**src/rtl/tlb_port_arbiter_pkg.sv**
```systemverilog
// tlb_port_arbiter_pkg
//   Shared definitions for the TLB port arbiter: maintenance op encodings
//   as they arrive from WB, the default TLB geometry and the arbiter FSM
//   state type.
package tlb_port_arbiter_pkg;

  // Maintenance op encodings on wb_op; any other value is ignored.
  localparam logic [2:0] TLBOP_SRCH = 3'd1;
  localparam logic [2:0] TLBOP_RD   = 3'd2;
  localparam logic [2:0] TLBOP_WR   = 3'd3;
  localparam logic [2:0] TLBOP_FILL = 3'd4;

  // Default TLB geometry.
  localparam int TLBNUM_DEF = 16;
  localparam int TLBNUM_IDX = $clog2(TLBNUM_DEF);

  // Arbiter FSM states. TLBWR and TLBFILL share ST_OP_WR; they differ only
  // in where the write index comes from, which is decided at acceptance.
  typedef enum logic [2:0] {
    ST_IDLE    = 3'd0,
    ST_OP_SRCH = 3'd1,
    ST_OP_RD   = 3'd2,
    ST_OP_WR   = 3'd3,
    ST_POST_WR = 3'd4
  } arb_state_e;

  function automatic logic op_legal(input logic [2:0] op);
    return (op == TLBOP_SRCH) || (op == TLBOP_RD) ||
           (op == TLBOP_WR)   || (op == TLBOP_FILL);
  endfunction

endpackage

```
**src/rtl/tlb_port_arbiter_fill_idx_gen.sv**
```systemverilog
// tlb_fill_idx_gen
//   Free-running replacement index for tlbfill. Advances every cycle and
//   wraps TLBNUM-1 -> 0; the arbiter samples it when a FILL is accepted.
// Ports:
//   clk      in   clock
//   reset    in   asynchronous active-high reset (counter -> 0)
//   fill_idx out  current replacement index
module tlb_fill_idx_gen #(
  parameter  int TLBNUM = 16,
  localparam int IDX_W  = $clog2(TLBNUM)
) (
  input  logic             clk,
  input  logic             reset,
  output logic [IDX_W-1:0] fill_idx
);

  always_ff @(posedge clk or posedge reset) begin
    if (reset) begin
      fill_idx <= '0;
    end else if (fill_idx == IDX_W'(TLBNUM - 1)) begin
      fill_idx <= '0;
    end else begin
      fill_idx <= fill_idx + 1'b1;
    end
  end

endmodule

```
**src/rtl/tlb_port_arbiter.sv**
```systemverilog
// tlb_port_arbiter
//   Shares the single TLB search/read/write port between the IF lookup, the
//   MEM lookup and WB maintenance ops (tlbsrch/tlbrd/tlbwr/tlbfill).
//   Maintenance ops are serialised against lookups; after any write a
//   one-cycle refetch_flush is raised.
//
// Handshakes: a lookup requester holds req and vaddr until gnt is seen in
//   the same cycle (gnt is combinational); its result appears one cycle
//   later on <x>_rsp_valid with rsp_found/rsp_idx/rsp_data. A WB op is
//   presented with wb_op_valid and is taken in the cycle wb_op_ready is
//   high; wb_op_done pulses once when it completes.
//
// Ports:
//   clk, reset                 clock, asynchronous active-high reset
//   flush                      WB flush; kills last cycle's lookup response,
//                              blocks grants and op acceptance this cycle
//   if_/mem_ req,vaddr,gnt     lookup requests and grants
//   if_/mem_ rsp_valid         lookup response valid
//   rsp_found/idx/data         registered lookup result (rsp_data also
//                              captures tlbrd data)
//   wb_op_valid/op/vaddr/idx   maintenance op from WB
//   wb_op_ready/done           op accept / completion pulse
//   wb_srch_found/idx          tlbsrch result, valid with wb_op_done
//   tlb_s_*, tlb_r*, tlb_w*    TLB array search/read/write port
//   refetch_flush              one-cycle pulse after a TLB write
//   dbg_state                  current FSM state (arb_state_e encoding)
//
// Build option: define TLB_STARVE_GUARD_EN to let a waiting fetch win after
//   STARVE_MAX consecutive mem grants; otherwise mem strictly beats fetch.
module tlb_port_arbiter
  import tlb_port_arbiter_pkg::*;
#(
  parameter  int TLBNUM     = 16,
  parameter  int ENTRY_W    = 89,
  parameter  int STARVE_MAX = 4,
  localparam int IDX_W      = (TLBNUM == TLBNUM_DEF) ? TLBNUM_IDX : $clog2(TLBNUM)
) (
  input  logic               clk,
  input  logic               reset,
  input  logic               flush,
  input  logic               if_req,
  input  logic [31:0]        if_vaddr,
  output logic               if_gnt,
  output logic               if_rsp_valid,
  input  logic               mem_req,
  input  logic [31:0]        mem_vaddr,
  output logic               mem_gnt,
  output logic               mem_rsp_valid,
  output logic               rsp_found,
  output logic [IDX_W-1:0]   rsp_idx,
  output logic [ENTRY_W-1:0] rsp_data,
  input  logic               wb_op_valid,
  input  logic [2:0]         wb_op,
  input  logic [31:0]        wb_op_vaddr,
  input  logic [IDX_W-1:0]   wb_op_idx,
  output logic               wb_op_ready,
  output logic               wb_op_done,
  output logic               wb_srch_found,
  output logic [IDX_W-1:0]   wb_srch_idx,
  output logic               tlb_s_valid,
  output logic [31:0]        tlb_s_vaddr,
  input  logic               tlb_s_found,
  input  logic [IDX_W-1:0]   tlb_s_idx,
  input  logic [ENTRY_W-1:0] tlb_s_data,
  output logic               tlb_re,
  output logic [IDX_W-1:0]   tlb_r_idx,
  input  logic [ENTRY_W-1:0] tlb_r_data,
  output logic               tlb_we,
  output logic [IDX_W-1:0]   tlb_w_idx,
  output logic               refetch_flush,
  output logic [2:0]         dbg_state
);

  arb_state_e         state_q;
  logic [31:0]        vaddr_q;
  logic [IDX_W-1:0]   idx_q;
  logic [IDX_W-1:0]   fill_idx;
  logic               if_rsp_q;
  logic               mem_rsp_q;
  logic               srch_found_q;
  logic [IDX_W-1:0]   srch_idx_q;
  logic               op_accept;
  logic               arb_ok;
  logic               mem_wins;
  logic               starve_force;

  tlb_fill_idx_gen #(.TLBNUM(TLBNUM)) u_fill_idx_gen (
    .clk      (clk),
    .reset    (reset),
    .fill_idx (fill_idx)
  );

  // Reset is folded in so no grant or accept leaks out while reset is held.
  assign op_accept = !reset && (state_q == ST_IDLE) && wb_op_valid && !flush &&
                     op_legal(wb_op);
  assign arb_ok    = !reset && (state_q == ST_IDLE) && !flush && !op_accept;

`ifdef TLB_STARVE_GUARD_EN
  localparam int STARVE_W = $clog2(STARVE_MAX + 1);
  logic [STARVE_W-1:0] starve_q;

  // Counts back-to-back mem grants taken while fetch was waiting.
  always_ff @(posedge clk or posedge reset) begin
    if (reset) begin
      starve_q <= '0;
    end else if (!if_req || if_gnt) begin
      starve_q <= '0;
    end else if (mem_gnt) begin
      starve_q <= starve_q + 1'b1;
    end
  end

  assign starve_force = (starve_q >= STARVE_W'(STARVE_MAX));
`else
  // Strict mem-over-fetch priority; the threshold has no effect here.
  logic starve_cfg_unused;
  assign starve_cfg_unused = (STARVE_MAX > 0);
  assign starve_force      = 1'b0;
`endif

  assign mem_wins = mem_req && !(starve_force && if_req);
  assign mem_gnt  = arb_ok && mem_wins;
  assign if_gnt   = arb_ok && if_req && !mem_wins;

  // TLB port drive, decoded from the registered state.
  always_comb begin
    tlb_s_valid = 1'b0;
    tlb_s_vaddr = '0;
    if (state_q == ST_OP_SRCH) begin
      tlb_s_valid = 1'b1;
      tlb_s_vaddr = vaddr_q;
    end else if (mem_gnt) begin
      tlb_s_valid = 1'b1;
      tlb_s_vaddr = mem_vaddr;
    end else if (if_gnt) begin
      tlb_s_valid = 1'b1;
      tlb_s_vaddr = if_vaddr;
    end
  end

  assign tlb_re        = (state_q == ST_OP_RD);
  assign tlb_r_idx     = (state_q == ST_OP_RD) ? idx_q : '0;
  assign tlb_we        = (state_q == ST_OP_WR);
  assign tlb_w_idx     = (state_q == ST_OP_WR) ? idx_q : '0;
  assign wb_op_ready   = op_accept;
  assign wb_op_done    = (state_q == ST_OP_SRCH) || (state_q == ST_OP_RD) ||
                         (state_q == ST_OP_WR);
  assign refetch_flush = (state_q == ST_POST_WR);
  assign dbg_state     = state_q;

  // The search result is passed straight through in the done cycle and held
  // afterwards so WB can also read it later.
  assign wb_srch_found = (state_q == ST_OP_SRCH) ? tlb_s_found : srch_found_q;
  assign wb_srch_idx   = (state_q == ST_OP_SRCH) ? tlb_s_idx   : srch_idx_q;

  // A flush in the response cycle kills the response of last cycle's grant.
  assign if_rsp_valid  = if_rsp_q  && !flush;
  assign mem_rsp_valid = mem_rsp_q && !flush;

  always_ff @(posedge clk or posedge reset) begin
    if (reset) begin
      state_q <= ST_IDLE;
      vaddr_q <= '0;
      idx_q   <= '0;
    end else begin
      case (state_q)
        ST_IDLE: begin
          if (op_accept) begin
            vaddr_q <= wb_op_vaddr;
            // FILL takes the replacement index as it reads at acceptance.
            idx_q   <= (wb_op == TLBOP_FILL) ? fill_idx : wb_op_idx;
            case (wb_op)
              TLBOP_SRCH: state_q <= ST_OP_SRCH;
              TLBOP_RD:   state_q <= ST_OP_RD;
              default:    state_q <= ST_OP_WR;
            endcase
          end
        end
        ST_OP_SRCH: state_q <= ST_IDLE;
        ST_OP_RD:   state_q <= ST_IDLE;
        ST_OP_WR:   state_q <= ST_POST_WR;
        default:    state_q <= ST_IDLE;
      endcase
    end
  end

  always_ff @(posedge clk or posedge reset) begin
    if (reset) begin
      if_rsp_q     <= 1'b0;
      mem_rsp_q    <= 1'b0;
      rsp_found    <= 1'b0;
      rsp_idx      <= '0;
      rsp_data     <= '0;
      srch_found_q <= 1'b0;
      srch_idx_q   <= '0;
    end else begin
      if_rsp_q  <= if_gnt;
      mem_rsp_q <= mem_gnt;
      if (if_gnt || mem_gnt) begin
        rsp_found <= tlb_s_found;
        rsp_idx   <= tlb_s_idx;
        rsp_data  <= tlb_s_data;
      end else if (state_q == ST_OP_RD) begin
        rsp_data  <= tlb_r_data;
      end
      if (state_q == ST_OP_SRCH) begin
        srch_found_q <= tlb_s_found;
        srch_idx_q   <= tlb_s_idx;
      end
    end
  end

endmodule

```
**config.mk**
```make
export PLATFORM = sky130hd
export DESIGN_NAME = tlb_port_arbiter
export DESIGN_NICKNAME = d
export VERILOG_FILES = /design/src/rtl/tlb_port_arbiter_pkg.sv /design/src/rtl/tlb_port_arbiter_fill_idx_gen.sv /design/src/rtl/tlb_port_arbiter.sv
export SDC_FILE = /design/constraint.sdc
export NUM_CORES = 1
export LEC_CHECK = 0
export BUFFER_PORTS_ARGS = -buffer_cell sky130_fd_sc_hd__buf_2
export CORE_AREA = 2 2 175 177
export CTS_BUF_LIST = sky130_fd_sc_hd__clkbuf_4 sky130_fd_sc_hd__clkbuf_8 sky130_fd_sc_hd__clkbuf_16
export CTS_CLUSTER_SIZE = 24
export DETAILED_ROUTE_END_ITERATION = 10
export DIE_AREA = 0 0 177 179
export GPL_TIMING_DRIVEN = 0
export PLACE_DENSITY_LB_ADDON = 0.2
export SLEW_MARGIN = 20
export SYNTH_ARGS = -nofsm -noshare
export SYNTH_HDL_FRONTEND = slang
export SYNTH_SLANG_ARGS = --single-unit
export TNS_END_PERCENT = 20
```
**constraint.sdc**
```tcl
create_clock -name clk -period 13.7 [get_ports clk]
set_clock_uncertainty 0.15 [all_clocks]
set_input_delay 2.055 -clock clk [delete_from_list [all_inputs] [get_ports clk]]
set_output_delay 2.055 -clock clk [all_outputs]
set_load 0.01 [all_outputs]
```
# After elaboration in Yosys (flattened, before gate mapping)
# Cells that the tools add are included.
[word_totals]
in_bits = 292
regBits = 144
word_cells = 63
[classes]
reduce_logical = 24
muxes = 17
n_addsub = 1
eq_ne = 10
[op_table]
columns = ["operator", "n"]
rows = [
  ["2-to-1 mux 89 bit", 2],
  ["2-to-1 mux 32 bit", 3],
  ["2-to-1 mux 4 bit", 5],
  ["equality test 3 x 2 -> 1 bit (second input constant)", 4],
  ["logical AND 1 bit", 11],
  ["equality test 3 x 1 -> 1 bit (second input constant)", 2],
  ["equality test 3 bit (second input constant)", 2],
  ["logical OR 1 bit", 6],
  ["case mux 3 bit (2 select lines)", 1],
  ["adder 4 x 1 -> 4 bit (second input constant)", 1],
  ["equality test 4 bit (second input constant)", 1],
  ["zero test 1 bit", 4],
  ["2-to-1 mux 1 bit", 4],
  ["case mux 2 bit (2 select lines)", 1],
  ["zero test 3 bit", 1],
  ["2-to-1 mux 3 bit", 1],
  ["!= test 2 bit (second input constant)", 1],
  ["AND reduction 2 bit", 1],
  ["nonzero test 2 bit", 1],
]

# Logic depth before layout (Yosys ltp)
[depth]
ltp_word = 12
ltp_mapped = 8

# By module
# From an unflattened synthesis, not the netlist that was laid out.
[hier_totals]
cells_unflattened = 517
hier_area_um2 = 7235.7
[by_module_without_submodules]
columns = ["mod", "n_inst", "cells_each", "area_per_inst_um2"]
rows = [
  ["tlb_port_arbiter", 1, 506, 7084.3],
  ["tlb_fill_idx_gen", 1, 11, 151.4],
]

# Least setup slack after synthesis
# OpenSTA, ideal clock, no wires.
[synth_timing]
path_kind = "input -> output"
from = "in wb_op[1]"
to = "out tlb_s_vaddr[11]"
stages = 7
setup_slack_ps = 7997
arrival_ps = 3498
path_cell_list = "o21a_1 o311a_1 buf_2 and3b_1 clkbuf_1 buf_2 a221o_1"
[synth_between]
elab_chain_len = 12
elab_cells_between_ends = 16
[synth_lines]
columns = ["item", "line_no", "rtl"]
rows = [
  ["from (decl)", "tlb_port_arbiter.sv:53", "input logic [2:0] wb_op,"],
  ["equality test 3 x 1 -> 1 bit or equality test 3 x 2 -> 1 bit (tied branches)", "tlb_port_arbiter_pkg.sv:28", "return (op == TLBOP_SRCH) || (op == TLBOP_RD) ||"],
  ["logical OR 1 bit (2 in series)", "tlb_port_arbiter_pkg.sv:28", ""],
  ["logical OR 1 bit (*)", "tlb_port_arbiter_pkg.sv:29", "(op == TLBOP_WR) || (op == TLBOP_FILL);"],
  ["logical AND 1 bit (*)", "tlb_port_arbiter.sv:94", "assign op_accept = !reset && (state_q == ST_IDLE) && wb_op_valid && !flush &&"],
  ["zero test 1 bit (*)", "tlb_port_arbiter.sv:96", "assign arb_ok = !reset && (state_q == ST_IDLE) && !flush && !op_accept;"],
  ["logical AND 1 bit (*)", "tlb_port_arbiter.sv:96", ""],
  ["logical AND 1 bit (*) (2 in series)", "tlb_port_arbiter.sv:123", "assign if_gnt = arb_ok && if_req && !mem_wins;"],
  ["named net if_gnt", "tlb_port_arbiter.sv:43", "output logic if_gnt,"],
  ["2-to-1 mux 32 bit (*)", "tlb_port_arbiter.sv:135", "end else if (if_gnt) begin"],
  ["2-to-1 mux 32 bit (*)", "tlb_port_arbiter.sv:132", "end else if (mem_gnt) begin"],
  ["2-to-1 mux 32 bit (*)", "tlb_port_arbiter.sv:129", "if (state_q == ST_OP_SRCH) begin"],
  ["to (decl)", "tlb_port_arbiter.sv:61", "output logic [31:0] tlb_s_vaddr,"],
]
# The timed path passes the listed nets; every way through them passes the cells marked *.

# Worst setup path after layout
[layout_timing]
from = "in reset"
to = "out tlb_s_vaddr[27]"
[layout_between]
elab_chain_len = 12
elab_cells_between_ends = 14
[layout_lines]
columns = ["item", "line_no", "rtl"]
rows = [
  ["from (decl)", "tlb_port_arbiter.sv:39", "input logic reset,"],
  ["zero test 1 bit (no line) (*)", "n/a", ""],
  ["logical AND 1 bit (*)", "tlb_port_arbiter.sv:94, tlb_port_arbiter.sv:96", ""],
  ["logical AND 1 bit (3 in series)", "tlb_port_arbiter.sv:94", ""],
  ["zero test 1 bit", "tlb_port_arbiter.sv:96", ""],
  ["logical AND 1 bit (*)", "tlb_port_arbiter.sv:96", ""],
  ["logical AND 1 bit (2 in series)", "tlb_port_arbiter.sv:123", ""],
  ["2-to-1 mux 32 bit", "tlb_port_arbiter.sv:135", ""],
  ["2-to-1 mux 32 bit (*)", "tlb_port_arbiter.sv:132", ""],
  ["2-to-1 mux 32 bit (*)", "tlb_port_arbiter.sv:129", ""],
]
# Mark *: on every way between the ends. The rest lies on a longest branch, timed or not.

==> impl_metrics.csv <==
group,metric,value,unit
worst_setup_path,end_kind,"primary output",
clock_tree,cts_buffers,17,
route,viasPerCell,4.76,
sta,relSlewSlack,46.9,%
worst_setup_path,crit_buf_inv,5,
yosys,synth_xor_area_share,0.126,%
sta,rsz0062_at_grt,"no",
sta,min_period,6.34,ns
pwr,power,1.48,mW
cells_and_area,drive_gt1_share,48.5,%
sta,worst_slack,7.36,ns
yosys,synth_ff_type,"dfrtp_1",
placed_design,post_dp_cell_area,0.00971,mm2
clock_tree,clkLatencyLatePin,0.41,ns
yosys,synth_fa_ha_area_share,0.180,%
sta,setup_viol,0,
floorplanning,core_area,0.0300,mm2
floorplanning,start_util,23.2,%
grt,overflow,0,
yosys,synth_fp_nets,937,
pwr,p_int,1.04,mW
grt,grt_pass1_vias,6991,
worst_setup_path,crit_path_frequent_cell,"buf_2",
yosys,muxShareOfSynthArea,7.37,%
yosys,synth-compound-area-share,25.0,%
worst_setup_path,rr_worst_depth,7,
route,routed_wirelength,29.6,mm
route,ant_nets,0,
clock_tree,ctsHoldBuffers,0,
sta,fmax,158,MHz
worst_setup_path,worst-setup-path-type,"primary input to primary output",
sta,tightest_slew,0.797,ns
sta,slew_viol_final,0,
hold_path,hold_class,"flip-flop to flip-flop",
pwr,p_sw_share,29.9,%
yosys,synth-simple-area-share,10.6,%
placed_design,gp_congestion,0.786,
floorplanning,rows,64,
cells_and_area,finalInstanceArea,0.0104,mm2
worst_setup_path,cp_max_fo,11,
worst_setup_path,crit_arrival,4.14,ns
clock_tree,cts_max_level,4,
yosys,ys_ff_latch,144,
clock_tree,cts_resized,0,
worst_setup_path,required,11.49,ns
pwr,pwr-share-comb,25.5,%
floorplanning,io_pins,444,
worst_setup_path,startpoint,"reset",
yosys,yosysWarnings,0,
sta,holdWs,0.345,ns
grt,antenna_found_initial,9,
worst_setup_path,critPathTopFamily,"buffers and inverters",
clock_tree,clk_pin_slew,0.06,ns
hold_path,min_path_cells,1,
yosys,synth.area.top_cells,"dfrtp_1, a221o_1, mux2_2, a21oi_1, nand2_1",
pwr,p_leak,5.49,nW
hold_path,hold-path-endpoint,"srch_idx_q[0]",
sta,final-hold-violation-count,0,
grt,grt_max_degree,90,
yosys,synth_top_family_by_area,"compound AO/OA/AOI/OAI gates",
clock_tree,cts_tree,"yes",
worst_setup_path,r2r_slack,10.94,ns
placed_design,dp_hpwl,22.6,mm
pwr,clkPwrFrac,35.5,%
pwr,powerDensity,142,mW/mm2
route,drtPass1Iterations,5,
pwr,ir_drop,0.0750,mV
yosys,ys_top_cells_by_count,"dfrtp_1, a221o_1, nand2_1",
worst_setup_path,cpPeakStageDelay,0.36,ns
hold_path,hold_start,"srch_idx_q[0]",
yosys,seq_area_frac_synth,51.7,%
pwr,switching_power,442,uW
yosys,synth_cell_types,31,
worst_setup_path,start_kind,"primary input",
route,routedWlPerCell,19.4,um
yosys,synth_top_cell_by_area,"dfrtp_1",
route,drt_iter0_drc,422,
sta,fin_crit_sh,46.3,%
worst_setup_path,cpMaxStageDelayCell,"buf_2",
yosys,yosys.cell_count.top_type,"dfrtp_1",
pwr,seqPwrFrac,39.0,%
yosys,synth_enable_flop_cells,0,
clock_tree,clock_path_buffers,2,
placed_design,dp_slack,7.24,ns
yosys,netlist_area,0.00696,mm2
route,drc,0,
yosys,async_flop_share,100,%
yosys,synth_top_cell_area_share,51.7,%
cells_and_area,syn_to_final_growth,49.0,%
run_status,status,"finished clean",
clock_tree,cts-root-buf,"clkbuf_16",
floorplanning,die_width,177,um
worst_setup_path,path_cells,"buf_2 -> nor3_1 -> o311a_1 -> buf_2 -> and3b_1 -> clkbuf_1 -> buf_2 -> a221o_1 -> buf_2",
grt,grt_util_all_layers,17.8,%
worst_setup_path,reg2reg_from,"dbg_state[2]",
sta,finalSetupTns,0,ns
placed_design,portBuffers,443,
clock_tree,cts.sinks,144,
floorplanning,die_h,179,um
cells_and_area,fin_nets,1400,
route,dr_total_vias,7252,
floorplanning,die-area,0.0317,mm2
yosys,synth.avg_cell_area,10.8,um2
clock_tree,cts_setup_buffers,0,
worst_setup_path,timing.rr.end,"rsp_data[60]",
job,cap_violations,0,
yosys,synth_cells,644,
grt,grt_pass1_wl,42.4,mm
## registers in the layout, summed over array words and instances, names as in the netlist
register                 count
rsp_found                    1
mem_rsp_q                    1
rsp_idx                      4
dbg_state                    3
idx_q                        4
srch_found_q                 1
rsp_data                    89
vaddr_q                     32
u_fill_idx_gen.fill_idx      4
if_rsp_q                     1
srch_idx_q                   4
## kinds of logic (layout without fill, tap and decap cells)
kind of cell    count (synthesis)  count (layout)
mux                            46              46
other cells                     0               8
xor+xnor                        1               1
buf+inv                        75             550
compound gates                223             223
fa+ha+maj                       1               1
simple gates                  154             154
flops                         144             144
## worst reg2reg max path, delay by kind of cell, from the launching register on
family	cells	cell delay, ns
AO/OA/AOI/OAI	3	0.67
buffers and inverters	3	1.10
flip-flops	1	0.47
AND/OR/NAND/NOR	1	0.27
## placed cells by master (no fill, tap or decap), types with 3 or more instances in the layout
cell type	count
a21oi_1	91
a221o_1	121
and2_1	16
and3_1	26
and3b_1	3
buf_2	455
buf_6	7
bufinv_16	5
clkbuf_1	50
clkbuf_16	17
clkinvlp_4	3
dfrtp_1	144
diode_2	8
inv_1	4
inv_6	3
mux2_2	42
mux2i_1	4
nand2_1	93
nor2_1	4
o21ai_0	6
## routing by layer
metal / global-route usage [%] / wire [um] / vias to the layer above / share of wire [%]
met1: 22.4 / 12300 / 3542 / 42
met4: 4.92 / 391 / 2 / 1.3
met3: 4.96 / 2140 / 23 / 7.3
li1: - / - / 3386 / -
met5: 0 / 13 / - / 0.044
met2: 29.8 / 14700 / 299 / 50
## power by group through the flow
stage,clock (mW),combinational [mW],sequential (mW)
finish,0.525,0.377,0.576
global route,0.560,0.417,0.588
CTS,0.542,0.382,0.576
detailed placement,0,0.382,0.583
global placement,0,0.377,0.583
floorplan,0,0.173,0.605
## how the worst max path moves through the flow
stage                           end  slack (ns)  depth (start not counted)
detailed placement  tlb_s_vaddr[27]        7.24                          9
floorplan              dbg_state[0]        7.63                          1
global route        tlb_s_vaddr[27]        7.17                          9
global placement       rsp_data[76]        5.38                          2
CTS                 tlb_s_vaddr[27]        7.23                          9
finish              tlb_s_vaddr[27]        7.36                          9
## area by class of cell
cell class / count / area (um2)
Antenna cell: 8 / 20.0
Buffer: 70 / 330
Clock buffer: 19 / 440
Clock inverter: 12 / 208
Fill cell: 3159 / 19600
Inverter: 5 / 26.3
Multi-Input combinational cell: 425 / 3010
Sequential cell: 144 / 3600
Tap cell: 396 / 495
Timing Repair Buffer: 444 / 2240
## stage by stage
stage          cells  utilization (%)
2_1_floorplan    644                -
3_3_place_gp    1483             32.2
3_5_place_dp    1484             32.3
4_1_cts         1515             34.5
5_1_grt         1519             34.5
6_report        1523             34.6
Note: power is estimated with default switching activity, not from simulation.
